`src/rtl/cosx_sched_pkg.sv`:
```
// Shared types and widths for the cosx round-robin scheduler.
package cosx_sched_pkg;

    localparam int unsigned X_W         = 16;
    localparam int unsigned Y_W         = 8;
    localparam int unsigned T_W         = 16;
    localparam int unsigned CNT_W       = 8;
    localparam int unsigned TIMEOUT_DEF = 255;

    typedef enum logic [1:0] {
        IDLE  = 2'd0,
        ISSUE = 2'd1,
        WAIT  = 2'd2,
        RESP  = 2'd3
    } state_e;

    typedef struct packed {
        logic [X_W-1:0] x;
        logic [Y_W-1:0] y;
    } operand_t;

endpackage

```
`src/rtl/cosx_rr_arbiter.sv`:
```
// Combinational round-robin pick: first set request at or after the pointer,
// wrapping modulo N_REQ.
module cosx_rr_arbiter #(
    parameter int unsigned N_REQ = 4,
    parameter int unsigned ID_W  = 2
) (
    input  logic [N_REQ-1:0] req_i,
    input  logic [ID_W-1:0]  ptr_i,
    output logic [N_REQ-1:0] grant_o,
    output logic [ID_W-1:0]  idx_o,
    output logic             valid_o
);

    logic [ID_W-1:0] j;

    always_comb begin
        grant_o = '0;
        idx_o   = '0;
        valid_o = 1'b0;
        j       = '0;
        for (int unsigned k = 0; k < N_REQ; k++) begin
            j = ID_W'((32'(ptr_i) + k) % N_REQ);
            if (!valid_o && req_i[j]) begin
                valid_o    = 1'b1;
                grant_o[j] = 1'b1;
                idx_o      = j;
            end
        end
    end

endmodule

```
`src/rtl/cosx_rr_scheduler.sv`:
```
// Shares one cosx engine among N_REQ requesters, one job in flight.
// Optional engine watchdog enabled by defining COSX_SCHED_TIMEOUT_EN.
module cosx_rr_scheduler
    import cosx_sched_pkg::*;
#(
    parameter int unsigned N_REQ   = 4,
    parameter int unsigned ID_W    = 2
`ifdef COSX_SCHED_TIMEOUT_EN
    ,
    parameter int unsigned TIMEOUT = TIMEOUT_DEF
`endif
) (
    input  logic                   clk,
    input  logic                   rst,
    input  logic [N_REQ-1:0]       req,
    input  logic [X_W*N_REQ-1:0]   req_x,
    input  logic [Y_W*N_REQ-1:0]   req_y,
    output logic [N_REQ-1:0]       req_ack,
    output logic                   eng_start,
    output logic [X_W-1:0]         eng_x,
    output logic [Y_W-1:0]         eng_y,
    input  logic                   eng_done,
    input  logic [T_W-1:0]         eng_total,
    output logic                   resp_valid,
    input  logic                   resp_ready,
    output logic [ID_W-1:0]        resp_id,
    output logic [T_W-1:0]         resp_data,
    output logic                   resp_err,
    output logic                   busy
);

    state_e          state_q, state_d;
    logic [ID_W-1:0] ptr_q, ptr_d;
    operand_t        op_q, op_d;
    logic [ID_W-1:0] id_q, id_d;
    logic [T_W-1:0]  data_q, data_d;
    logic            start_q, valid_q, busy_q;

    logic [N_REQ-1:0] grant;
    logic [ID_W-1:0]  gnt_idx;
    logic             gnt_valid;
    logic [ID_W-1:0]  ptr_next;

    logic [X_W-1:0] x_arr [N_REQ];
    logic [Y_W-1:0] y_arr [N_REQ];

    for (genvar i = 0; i < int'(N_REQ); i++) begin : g_slice
        assign x_arr[i] = req_x[X_W*i +: X_W];
        assign y_arr[i] = req_y[Y_W*i +: Y_W];
    end

    cosx_rr_arbiter #(
        .N_REQ (N_REQ),
        .ID_W  (ID_W)
    ) u_arb (
        .req_i   (req),
        .ptr_i   (ptr_q),
        .grant_o (grant),
        .idx_o   (gnt_idx),
        .valid_o (gnt_valid)
    );

    assign ptr_next = (gnt_idx == ID_W'(N_REQ - 1)) ? '0 : gnt_idx + ID_W'(1);

`ifdef COSX_SCHED_TIMEOUT_EN
    logic [CNT_W-1:0] cnt_q, cnt_d;
    logic             err_q, err_d;
    logic             tmo;

    assign tmo = (cnt_q == CNT_W'(TIMEOUT - 1));
`endif

    always_comb begin
        state_d = state_q;
        ptr_d   = ptr_q;
        op_d    = op_q;
        id_d    = id_q;
        data_d  = data_q;
        req_ack = '0;
`ifdef COSX_SCHED_TIMEOUT_EN
        cnt_d   = cnt_q;
        err_d   = err_q;
`endif
        unique case (state_q)
            IDLE: begin
                if (gnt_valid) begin
                    req_ack = grant;
                    op_d.x  = x_arr[gnt_idx];
                    op_d.y  = y_arr[gnt_idx];
                    id_d    = gnt_idx;
                    ptr_d   = ptr_next;
                    state_d = ISSUE;
                end
            end
            ISSUE: begin
`ifdef COSX_SCHED_TIMEOUT_EN
                cnt_d   = '0;
`endif
                state_d = WAIT;
            end
            WAIT: begin
                if (eng_done) begin
                    data_d  = eng_total;
`ifdef COSX_SCHED_TIMEOUT_EN
                    err_d   = 1'b0;
`endif
                    state_d = RESP;
                end
`ifdef COSX_SCHED_TIMEOUT_EN
                else if (tmo) begin
                    data_d  = '0;
                    err_d   = 1'b1;
                    state_d = RESP;
                end else begin
                    cnt_d = cnt_q + CNT_W'(1);
                end
`endif
            end
            RESP: begin
                if (resp_ready) begin
                    state_d = IDLE;
                end
            end
            default: state_d = IDLE;
        endcase
    end

    // Status outputs are registered from the next state so they align with state_q.
    always_ff @(posedge clk) begin
        if (rst) begin
            state_q <= IDLE;
            ptr_q   <= '0;
            op_q    <= '0;
            id_q    <= '0;
            data_q  <= '0;
            start_q <= 1'b0;
            valid_q <= 1'b0;
            busy_q  <= 1'b0;
        end else begin
            state_q <= state_d;
            ptr_q   <= ptr_d;
            op_q    <= op_d;
            id_q    <= id_d;
            data_q  <= data_d;
            start_q <= (state_d == ISSUE);
            valid_q <= (state_d == RESP);
            busy_q  <= (state_d != IDLE);
        end
    end

`ifdef COSX_SCHED_TIMEOUT_EN
    always_ff @(posedge clk) begin
        if (rst) begin
            cnt_q <= '0;
            err_q <= 1'b0;
        end else begin
            cnt_q <= cnt_d;
            err_q <= err_d;
        end
    end

    assign resp_err = err_q;
`else
    assign resp_err = 1'b0;
`endif

    assign eng_start  = start_q;
    assign eng_x      = op_q.x;
    assign eng_y      = op_q.y;
    assign resp_valid = valid_q;
    assign resp_id    = id_q;
    assign resp_data  = data_q;
    assign busy       = busy_q;

endmodule
```
`config.mk`:
```
export PLATFORM = sky130hd
export DESIGN_NAME = cosx_rr_scheduler
export DESIGN_NICKNAME = d
export VERILOG_FILES = /design/src/rtl/cosx_sched_pkg.sv /design/src/rtl/cosx_rr_arbiter.sv /design/src/rtl/cosx_rr_scheduler.sv
export SDC_FILE = /design/constraint.sdc
export NUM_CORES = 1
export LEC_CHECK = 0
export ABC_AREA = 1
export BUFFER_PORTS_ARGS = -buffer_cell sky130_fd_sc_hd__buf_2
export CORE_MARGIN = 10
export CORE_UTILIZATION = 25
export CTS_BUF_LIST = sky130_fd_sc_hd__clkbuf_16
export DETAILED_ROUTE_END_ITERATION = 8
export GPL_TIMING_DRIVEN = 1
export PLACE_DENSITY = 0.52
export SETUP_SLACK_MARGIN = 0.05
export SLEW_MARGIN = 20
export SYNTH_ARGS = -nofsm -noshare
export SYNTH_HDL_FRONTEND = slang
export SYNTH_SLANG_ARGS = --single-unit
```
`constraint.sdc`:
```
create_clock -name clk -period 5 [get_ports clk]
set_input_delay 0.25 -clock clk [delete_from_list [all_inputs] [get_ports clk]]
set_output_delay 0.25 -clock clk [all_outputs]
set_load 0.01 [all_outputs]
```
---- Word level (Yosys, flattened, before mapping) ----
Index checks and enable logic that the tools add are counted.
word-level totals
  register bits ........................... 49
  input bits .............................. 120
  output and inout bits ................... 50
operators by class
  $add $sub $neg .......................... 4
  order comparisons ....................... 9
  equal/unequal tests ..................... 6
  muxes and demuxes ....................... 41
  bitwise gates (word level) .............. 4
  reductions and logical operators ........ 14
operators with widths
  operator                                                    count
  binary-select mux 16 bit (select 2 bit)                     1
  two-way mux 16 bit                                          2
  two-way mux 4 bit                                           6
  binary-select mux 8 bit (select 2 bit)                      1
  two-way mux 2 bit                                           8
  two-way mux 8 bit                                           2
  less-than comparator 2 x 3 -> 1 bit, second input constant  4
  two-way mux 1 bit                                           12
  OR 4 bit                                                    3
  binary-select mux 1 bit (select 2 bit)                      4
  demux 1 bit (select 2 bit)                                  4
  == test 2 bit, second input constant                        4
  >= comparator 2 x 1 -> 1 bit, second input constant         4
  one-hot mux 2 bit (4 select lines)                          1
  logical AND 1 bit                                           7
  adder 2 x 1 -> 2 bit, second input constant                 2
  adder 2 bit, second input constant                          2
  == test 2 x 1 -> 1 bit, second input constant               2
  AND reduction 2 bit                                         2
  >= comparator 3 bit, second input constant                  1
  logical NOT 1 bit                                           3
  inverter 2 -> 3 bit                                         1
  logical NOT 2 bit                                           1
  nonzero test 2 bit                                          1

---- Depth between registers and ports, before layout ----
  depth in word-level cells ............... 16
  depth in mapped cells ................... 16
  gate-level depth less buffers ........... 14

---- By module ----
From an unflattened synthesis, not the netlist that was laid out.
unflattened totals
  cells, all modules ...................... 533
  area, all modules ....................... 3210.6 um2
by module, submodules not included
  module             times used  cells an instance  area each (um2)  seq. area each (um2)
  cosx_rr_scheduler  1           459                2770.2           980.9
  cosx_rr_arbiter    1           74                 440.4            0.0

---- Least setup slack after synthesis ----
OpenSTA, ideal clock, no wires.
  path type ............................... register -> register
  from .................................... register ptr_q[1]
  to ...................................... register ptr_q[1]
  setup time .............................. 125 ps
  arrival time ............................ 2316 ps
  slack ................................... 2559 ps
  stages on the path, launching flop included .. 14
  buffers on the path ..................... 1
  path through ............................ dfxtp_1 -> inv_1 -> ha_1 -> inv_1 -> nand2_1 -> nand2_2 -> nor2_8 -> nand3b_4 -> nor2_2 -> nor2_8 -> buf_6 -> ha_1 -> o21ai_0 -> a21oi_1
on the way
  cells in the longest elaborated chain, start to end .. 14
RTL lines
  what                                                                           line                      source
  start: declaration                                                             cosx_rr_scheduler.sv:33   logic [ID_W-1:0] ptr_q, ptr_d;
  start signal: assignment                                                       cosx_rr_scheduler.sv:141  ptr_q <= ptr_d;
  parallel branches: the longest is 11 deep, another holds adder 2 x 1 -> 2 bit  --
  two-way mux 2 bit (*)                                                          cosx_rr_arbiter.sv:23     if (!valid_o && req_i[j]) begin
  via gnt_idx[1]                                                                 cosx_rr_scheduler.sv:40   logic [ID_W-1:0] gnt_idx;
  adder 2 x 1 -> 2 bit / == test 2 bit (equally long branches)                   cosx_rr_scheduler.sv:63   assign ptr_next = (gnt_idx == ID_W'(N_REQ - 1)) ? '0 : gnt_idx + ID_W'(1);
  two-way mux 2 bit (*)                                                          cosx_rr_scheduler.sv:63
  via ptr_next[1]                                                                cosx_rr_scheduler.sv:42   logic [ID_W-1:0] ptr_next;
Mark *: on every way through the listed nets, which the timed path passes. The select of a mux whose other input is x is not followed.
A chain may end at the register's enable or synchronous reset.

---- Final worst setup path ----
  from .................................... register ptr_q[0]
  to ...................................... output port req_ack[3]
on the way
  cells in the longest elaborated chain, start to end .. 14
RTL lines
  what                                                                                          line                     source
  parallel branches: the longest is 12 deep, another holds less-than comparator 2 x 3 -> 1 bit  --
  two-way mux 4 bit (*)                                                                         cosx_rr_scheduler.sv:86  if (gnt_valid) begin
  two-way mux 4 bit (*)                                                                         cosx_rr_scheduler.sv:84  unique case (state_q)
  end: declaration                                                                              cosx_rr_scheduler.sv:18  output logic [N_REQ-1:0] req_ack,
Every way passes the cells marked *. The select of a mux whose other input is x is not followed.

==> flow_summary.toml <==
[floorplan]
initial_core_util_pct = 25.5
core_area_sq_um = 14500
die_h_microns = 142
die-width_microns = 142
die-area_sq_um = 20000
std_cell_rows = 44
ios = 170

[power]
seq_power_share_pct = 20.9
intPower_mw = 1.31
powerDensity_nw_per_um2 = 588
total_power_mw = 2.76
switching_share_pct = 52.6
power_frac_comb_pct = 65.9
ir_worst_vdd_mv = 0.190
p_sw_mw = 1.45
clkPwrFrac_pct = 13.3
p_leak_nw = 2.89

[critical_path]
start_kind = "register"
endpoint_kind = "primary output"
r2r_start = "ptr_q[0]"
startpoint = "ptr_q[0]"
required_ps = 4750
worstReg2RegEnd = "eng_y[5]"
cp_data_arrival_time_ps = 3650
cp-endpoint = "req_ack[3]"
r2r_cells = 14
r2r_setup_slack_ps = 1310
path_max_fanout = 56
critPathKind = "register to primary output"

[yosys]
synth_area_per_cell_sq_um = 5.90
ys_seq_area_share_pct = 26.6
syn-instance-count = 626
ys_ff_latch = 49
syn_nets = 754
synth-async-reset-ratio_pct = 0
synthTopCellsByArea = "dfxtp_1, nand3_1, inv_1, nand2_1, nor2_1"
synth_edf_count = 0
syn_area_sq_um = 3690
yosys.cell_types.count = 26
yosysTopAreaCell = "dfxtp_1"
synth_warnings = 0
ys.flop_type = "dfxtp_1"
synth_top_area_share_pct = 26.6

[sta]
setup_tns_ps = 0
fin_skew_ps = 5.84
hold_viol_final = 0
max_freq_mhz = 256
fin_crit_sh_pct = 78.0
fin_crit_ps = 3900
rsz0062_at_grt = "no"
slew_violations = 0
finalSetupViolCount = 0
worst_pin_slew_ps = 1030
relSlewSlack_pct = 31.1

[cts]
cts_root_buf = "clkbuf_16"
post_cts_buffers = 0
clk_pin_slew_ps = 80
cts_sinks = 49
cts.repair.resized = 0
cts_made_buffers = 5
cts_max_path_buffers = 2
clock_latency_ps = 300
htree_num_levels = 2
ctsHoldBuffers = 0
cts_tree = "yes"

[drt]
num_vias = 4157
vias_per_cell = 4.37
detail_route.first_pass.iterations = 5
wl_per_cell_microns = 13.4
drc = 0
drtAntennaViolNets = 0
drt-total-wl_mm = 12.7
drt-initial-drc-count = 177

[final_layout]
most-common-layout-cells = "buf_2, nand3_1, inv_1"
drive_gt1_share_pct = 26.3
diodes = 0
final_util_pct = 32.4
final_common_cell = "buf_2"
final_nets = 894
fin_cells = 951
syn_to_final_growth_pct = 27.2

[global_route]
grt_pass1_vias = 4068
grt_overflow = 0
grt_usage_pct = 12.1
antenna_found_initial = 1
grt_pass1_wl_mm = 20.5
grt_max_degree = 57

[placement]
dp.cells = 943
dpl.hpwl_mm = 9.45
globalplace.congestion = 0.841
portBuffers = 168

[worst_hold_path]
hp-class = "input port to register"

[outcome]
status = "finished, final reports clean"

[job]
max_cap_viol_count = 0
worst min path at each step:
stage / from / slack, ps / cells past startpoint / to
after global routing: eng_total[15] / 200 / 3 / resp_data[15]
after floorplan: eng_total[15] / 420 / 2 / resp_data[15]
after detailed placement: resp_data[3] / 450 / 2 / resp_data[3]
after global placement: resp_data[1] / 450 / 2 / resp_data[1]
final: eng_total[9] / 210 / 3 / resp_data[9]
after CTS: eng_total[14] / 200 / 3 / resp_data[14]
power by group through the flow:
| stage | Sequential, mW | Clock, mW | Combinational, mW |
|---|---|---|---|
| 6_report | 0.576 | 0.366 | 1.82 |
| 5_1_grt | 0.594 | 0.399 | 2.09 |
| 4_1_cts | 0.578 | 0.385 | 1.86 |
| 3_5_place_dp | 0.586 | 0 | 1.85 |
| 3_3_place_gp | 0.586 | 0 | 1.86 |
| 2_1_floorplan | 0.621 | 0 | 1.45 |
synthesized netlist by cell type (2+ instances only):
| cell | count |
|---|---|
| ha_1 | 8 |
| nor2_2 | 3 |
| nand2_2 | 8 |
| nand2_1 | 121 |
| nand3_2 | 3 |
| buf_6 | 9 |
| inv_2 | 2 |
| nor2_8 | 2 |
| a21oi_1 | 25 |
| nor2_1 | 55 |
| nand3_1 | 146 |
| o21ai_0 | 9 |
| dfxtp_1 | 49 |
| nand2_4 | 3 |
| buf_2 | 13 |
| o21ai_1 | 3 |
| inv_1 | 144 |
| a31oi_1 | 2 |
| clkbuf_1 | 11 |
| buf_4 | 3 |
| o22ai_1 | 2 |
flip-flops by register name, summed over array words and instances (netlist names):
| signal | count |
|---|---|
| eng_x | 16 |
| resp_data | 16 |
| eng_y | 8 |
| ptr_q | 2 |
| resp_id | 2 |
| state_q | 2 |
| busy | 1 |
| eng_start | 1 |
| resp_valid | 1 |
per-stage QoR:
step                instance area [sq um]  worst slack (ps)  hold slack [ps]
floorplan                            3690              2560              416
global route                         4700               735              203
finish                               4700              1100              212
detailed placement                   4540              1290              454
global placement                     4540              1340              448
CTS                                  4700              1020              202
metal layers:
layer | part of all wire [%] | global-route usage (%) | wire [microns] | vias to the layer above
met1 | 45 | 14.8 | 5710 | 1825
met2 | 45 | 19.7 | 5710 | 140
met3 | 9.3 | 4.61 | 1180 | 8
met4 | 0.90 | 2.90 | 114 | 0
li1 | - | - | - | 2184
met5 | 0 | 0 | 0 | -
layout make-up:
type                       instances  area, sq um
clock buffer                       5          125
clock inverter                     3         28.8
fill                            1671         9780
inverter                         147          559
multi-input combinational        394         1930
sequential                        49          981
tap                              184          230
timing repair buffer             169          848
worst max-delay path, cell delays in order, from the launching register on:
cell and delay (ps):
dfxtp_1 730, inv_8 110, ha_1 400, inv_1 110, nand3_1 100, nand2_1 140
nand3_4 470, nand2_4 180, inv_2 730, nand2_1 130, inv_1 80, buf_2 120
cell families (layout without fill, tap and decap cells):
group / count (synthesis) / count (layout) / share of synthesized area, %
and+or+nand+nor: 343 / 343 / 43.4
buffers and inverters: 183 / 324 / 21.4
other: 1 / 1 / 0.102
adders and majority gates: 8 / 8 / 2.71
AOI/OAI and AO/OA: 42 / 42 / 5.89
DFF: 49 / 49 / 26.6
(Power assumes the default switching activity.)
